`src/rtl/mem_bus_arbiter.sv`:
```
// Arbitrates the IF fetch port and the MEM data port onto one Wishbone-classic master.
// Data requests win ties; results return through per-port hold registers.
module mem_bus_arbiter #(
   parameter int unsigned TIMEOUT_CYCLES = 255
) (
   input  logic        clk,
   input  logic        rst,
   input  logic        flush,
   input  logic        if_ce_i,
   input  logic [31:0] if_addr_i,
   output logic [31:0] if_data_o,
   output logic        if_stallreq_o,
   input  logic        dm_ce_i,
   input  logic        dm_we_i,
   input  logic [3:0]  dm_sel_i,
   input  logic [31:0] dm_addr_i,
   input  logic [31:0] dm_data_i,
   output logic [31:0] dm_data_o,
   output logic        dm_stallreq_o,
   output logic        bus_cyc_o,
   output logic        bus_stb_o,
   output logic        bus_we_o,
   output logic [3:0]  bus_sel_o,
   output logic [31:0] bus_adr_o,
   output logic [31:0] bus_dat_o,
   input  logic [31:0] bus_dat_i,
   input  logic        bus_ack_i,
   output logic        bus_timeout_o
);

   typedef enum logic [2:0] {
      S_IDLE,
      S_BUS_D,
      S_BUS_I,
      S_DONE_D,
      S_DONE_I
   } state_t;

   localparam logic [7:0] CNT_LAST = 8'(TIMEOUT_CYCLES - 1);

   state_t      r_state;
   state_t      w_state_next;
   logic        r_discard;
   logic [7:0]  r_cnt;
   logic        r_cyc;
   logic        r_we;
   logic [3:0]  r_sel;
   logic [31:0] r_adr;
   logic [31:0] r_dat;
   logic [31:0] r_if_hold;
   logic [31:0] r_dm_hold;
   logic        r_timeout;

   logic        w_in_bus;
   logic        w_ack;
   logic        w_expire;
   logic        w_finish;
   logic        w_drop;
   logic        w_grant_d;
   logic        w_grant_i;
   logic [31:0] w_capture;

   assign w_in_bus  = (r_state == S_BUS_D) || (r_state == S_BUS_I);
   assign w_ack     = w_in_bus && bus_ack_i;
   // An ack on the last allowed cycle still counts as a normal completion.
   assign w_expire  = w_in_bus && !bus_ack_i && (r_cnt == CNT_LAST);
   assign w_finish  = w_ack || w_expire;
   // A flush on the completing cycle itself also discards the result.
   assign w_drop    = r_discard || flush;
   assign w_grant_d = (r_state == S_IDLE) && !flush && dm_ce_i;
   assign w_grant_i = (r_state == S_IDLE) && !flush && !dm_ce_i && if_ce_i;
   assign w_capture = (w_ack && !r_we) ? bus_dat_i : 32'h0;

   always_ff @(posedge clk) begin
      if (rst) begin
         r_state <= S_IDLE;
      end else begin
         r_state <= w_state_next;
      end
   end

   always_comb begin
      w_state_next = r_state;
      case (r_state)
         S_IDLE: begin
            if (w_grant_d) begin
               w_state_next = S_BUS_D;
            end else if (w_grant_i) begin
               w_state_next = S_BUS_I;
            end
         end
         S_BUS_D: begin
            if (w_finish) begin
               w_state_next = w_drop ? S_IDLE : S_DONE_D;
            end
         end
         S_BUS_I: begin
            if (w_finish) begin
               w_state_next = w_drop ? S_IDLE : S_DONE_I;
            end
         end
         default: w_state_next = S_IDLE;
      endcase
   end

   // A port not currently owning the bus simply mirrors its own request.
   always_comb begin
      dm_stallreq_o = dm_ce_i;
      if_stallreq_o = if_ce_i;
      case (r_state)
         S_BUS_D:  if (!r_discard) dm_stallreq_o = 1'b1;
         S_BUS_I:  if (!r_discard) if_stallreq_o = 1'b1;
         S_DONE_D: dm_stallreq_o = 1'b0;
         S_DONE_I: if_stallreq_o = 1'b0;
         default:  ;
      endcase
   end

   always_ff @(posedge clk) begin
      if (rst) begin
         r_discard <= 1'b0;
         r_cnt     <= 8'd0;
         r_cyc     <= 1'b0;
         r_we      <= 1'b0;
         r_sel     <= 4'h0;
         r_adr     <= 32'h0;
         r_dat     <= 32'h0;
         r_if_hold <= 32'h0;
         r_dm_hold <= 32'h0;
         r_timeout <= 1'b0;
      end else begin
         r_timeout <= w_expire;
         if (w_grant_d) begin
            r_cyc <= 1'b1;
            r_we  <= dm_we_i;
            r_sel <= dm_sel_i;
            r_adr <= dm_addr_i;
            r_dat <= dm_data_i;
            r_cnt <= 8'd0;
         end else if (w_grant_i) begin
            r_cyc <= 1'b1;
            r_we  <= 1'b0;
            r_sel <= 4'hF;
            r_adr <= if_addr_i;
            r_dat <= 32'h0;
            r_cnt <= 8'd0;
         end else if (w_finish) begin
            r_cyc <= 1'b0;
         end
         if (w_in_bus) begin
            r_cnt <= r_cnt + 8'd1;
            if (w_finish) begin
               r_discard <= 1'b0;
            end else if (flush) begin
               r_discard <= 1'b1;
            end
         end
         if (w_finish && !w_drop) begin
            if (r_state == S_BUS_D) begin
               r_dm_hold <= w_capture;
            end else begin
               r_if_hold <= w_capture;
            end
         end
      end
   end

   assign bus_cyc_o     = r_cyc;
   assign bus_stb_o     = r_cyc;
   assign bus_we_o      = r_we;
   assign bus_sel_o     = r_sel;
   assign bus_adr_o     = r_adr;
   assign bus_dat_o     = r_dat;
   assign bus_timeout_o = r_timeout;
   assign if_data_o     = r_if_hold;
   assign dm_data_o     = r_dm_hold;

endmodule

```
`config.mk`:
```
export PLATFORM = sky130hd
export DESIGN_NAME = mem_bus_arbiter
export DESIGN_NICKNAME = d
export VERILOG_FILES = /design/src/rtl/mem_bus_arbiter.sv
export SDC_FILE = /design/constraint.sdc
export NUM_CORES = 1
export LEC_CHECK = 0
export BUFFER_PORTS_ARGS = -buffer_cell sky130_fd_sc_hd__buf_2
export CAP_MARGIN = 10
export CELL_PAD_IN_SITES_DETAIL_PLACEMENT = 2
export CELL_PAD_IN_SITES_GLOBAL_PLACEMENT = 2
export CORE_ASPECT_RATIO = 0.8
export CORE_MARGIN = 1.5
export CORE_UTILIZATION = 27
export CTS_BUF_LIST = sky130_fd_sc_hd__clkbuf_8
export CTS_CLUSTER_DIAMETER = 200
export CTS_CLUSTER_SIZE = 20
export DETAILED_ROUTE_END_ITERATION = 16
export PLACE_DENSITY_LB_ADDON = 0.2
export SETUP_SLACK_MARGIN = 0.2
export SLEW_MARGIN = 20
export SYNTH_ARGS = -nofsm -noshare
export SYNTH_HDL_FRONTEND = slang
export SYNTH_SLANG_ARGS = --single-unit
```
`constraint.sdc`:
```
create_clock -name clk -period 2.4 [get_ports clk]
set_input_delay 0.36 -clock clk [delete_from_list [all_inputs] [get_ports clk]]
set_output_delay 0.36 -clock clk [all_outputs]
set_load 0.02 [all_outputs]
```
==> reports/qor.yml <==
route:
  via_count: 5802
  wl_mm: 21.6
  antenna_left: 0
  via_per_inst: 4.63
  post_drt_wl_per_cell_um: 17.3
  drtIter0Drc: 184
  first_pass_iters: 4
  drc: 0
placement:
  place.gp.congestion: 0.706
  hpwlAfterDp_mm: 15.2
  io_buffers: 276
yosys:
  ys_seq_area_share_pct: 47.9
  yosys.area.top_type: "dfxtp_1"
  synth_edf_count: 0
  synthSimpleGateAreaFrac_pct: 21.3
  synthTopCellsByArea: "dfxtp_1, a22oi_2, nand2_1, mux2i_1, o21ai_0"
  yosys_warnings: 0
  avgSynthCellArea_um2: 9.02
  synthMuxAreaShare_pct: 5.56
  synth.distinct_cells: 47
  synth_top_area_share_pct: 47.9
  synth_xor_area_share_pct: 0.550
  dominantRegCellSynth: "dfxtp_1"
  syn-instance-count: 681
  async_flop_share_pct: 0
  synth-adder-area-share_pct: 0.407
  synth_compound_area_share_pct: 19.2
  synth_top_family_by_area: "simple AND/OR/NAND/NOR gates"
  netlist_area_mm2: 0.00614
  synth-seq-cells: 147
  syn-num-nets: 822
final_layout:
  drive_above_1_share_pct: 38.4
  final_nets: 1076
  syn_to_final_growth_pct: 34.3
  n_antenna_cell: 0
clock_tree:
  h-tree-depth: 4
  root_buffer: "clkbuf_8"
  cts_sinks: 147
  holdBufCountCts: 0
  cts_made_buffers: 17
  clk_pin_slew_ps: 90
  cts_setup_buffers: 0
  cts_tree: "yes"
  clockBufferDepth: 2
  insertion_delay_ps: 450
  cts-resized-gates: 0
die:
  start_util_pct: 27.5
  die_h_um: 138
  die_x_um: 172
  rows: 49
  ios: 277
  fp.coreArea_mm2: 0.0224
  die_area_mm2: 0.0237
sta:
  finalSetupViolCount: 0
  min_period_over_period_pct: 82.5
  fmax_mhz: 505
  setup_tns_ps: 0
  hold_violations: 0
  worst_pin_slew_ps: 528
  finalCriticalPeriod_ps: 1980
  slew_violations: 0
  fin_skew_ps: 15.3
  rsz0062_at_grt: "false"
  max_slew_margin_pct: 64.7
grt:
  grt_pass1_wl_mm: 32.7
  grt_use_met3_pct: 5.57
  antenna_found_initial: 1
  grt_util_met1_pct: 22.9
  overflow: 0
  grtUsageTotal_pct: 17.8
  met2_usage_pct: 28.6
  grt_max_degree: 89
  top_usage_layer: "met2"
  grt_pass1_vias: 5956
outcome:
  status: "completed"
setup_path:
  r2r_slack_ps: 420
  worst-endpoint-required_ps: 2710
  worstPathArrival_ps: 2290
  crit_path_start_kind: "flip-flop"
  crit_type: "reg2reg"
  crit_path_max_fanout: 26
  cp-end-kind: "flip-flop"
power_and_ir_drop:
  cellLeakagePower_nw: 3.56
  total_power_mw: 6.34
  ir_drop_uv: 283
  cellPowerDensity_mw_per_mm2: 768
job:
  cap_violations: 0
min_path:
  hold_class: "in2reg"
[per-layer routing]
metal / vias to the layer above / wire length [µm]
met4: 0 / 288
met5: - / 0
met3: 18 / 1510
met1: 2790 / 9660
met2: 144 / 10200
li1: 2850 / -
[metrics by stage]
step	worst slack, ps	util [%]	instances	instance area [µm²]	hold WS [ps]
after floorplan	640	-	681	6140	433
after global placement	351	35.0	1222	7830	457
after detailed placement	311	35.0	1222	7830	464
after CTS	322	36.9	1252	8250	126
after global routing	246	36.9	1252	8250	135
final	420	36.9	1252	8250	158
[cell type report]
class / instances / area, µm²
clock buffers: 17 / 234
well taps: 306 / 383
multi-input cells: 472 / 2900
repair buffers: 293 / 1590
clock inverters: 13 / 185
inverters: 4 / 15.0
flip-flops and latches: 147 / 2940
fillers: 2624 / 14100
[report_power, final]
part | switching, mW | total, mW | internal, mW
sequential | 0.106 | 2.72 | 2.61
combinational | 0.936 | 1.48 | 0.548
clock | 1.01 | 2.14 | 1.13
total | 2.05 | 6.34 | 4.29
[critical path: stages, from the launching register on]
cell	delay [ps]
dfxtp_1	320
or4_4	570
or2_2	490
buf_12	250
a21oi_1	130
a211oi_1	80
[synthesized netlist by cell type (all sizes together), types with 8 or more instances]
cell,count
clkbuf,34
nand2,99
nand2b,34
nor3,8
mux2i,33
dfxtp,147
nor2b,32
a22oi,33
nor2,83
buf,24
a311oi,33
o21ai,69
[state kept, by name (all words and copies together), names as in the netlist]
signal         cells
r_cnt              8
r_state            3
dm_data_o         32
bus_sel_o          4
bus_we_o           1
bus_adr_o         32
bus_timeout_o      1
r_discard          1
if_data_o         32
bus_cyc_o          1
bus_dat_o         32
[placed cells by master (no fill, tap or decap), types with 6 or more instances in the layout]
master	count
buf_2	275
nand2_1	99
dfxtp_1	147
nand2b_1	34
buf_4	12
mux2i_1	33
nor3_1	8
buf_12	6
clkbuf_8	17
nor2_1	81
a22oi_2	30
o21ai_1	6
o21ai_0	63
a311oi_1	33
nor2b_1	32
[logic make-up (layout without fill, tap and decap cells)]
family / after synthesis / in the layout
flip-flops: 147 / 147
AO/OA/AOI/OAI: 154 / 154
XOR/XNOR: 3 / 3
multiplexers: 34 / 34
buffers and inverters: 62 / 327
AND/OR/NAND/NOR: 279 / 279
adder cells (fa/ha/maj): 2 / 2
[worst paths after layout]
| path | cells past startpoint | start | end |
|---|---|---|---|
| max reg2reg | 5 | r_state[2] | r_cnt[5] |
| min reg2reg | 2 | if_data_o[6] | if_data_o[6] |
| min | 3 | dm_data_i[13] | bus_dat_o[13] |
| max | 5 | r_state[2] | r_cnt[5] |
Note: power is estimated with default switching activity, not from simulation.
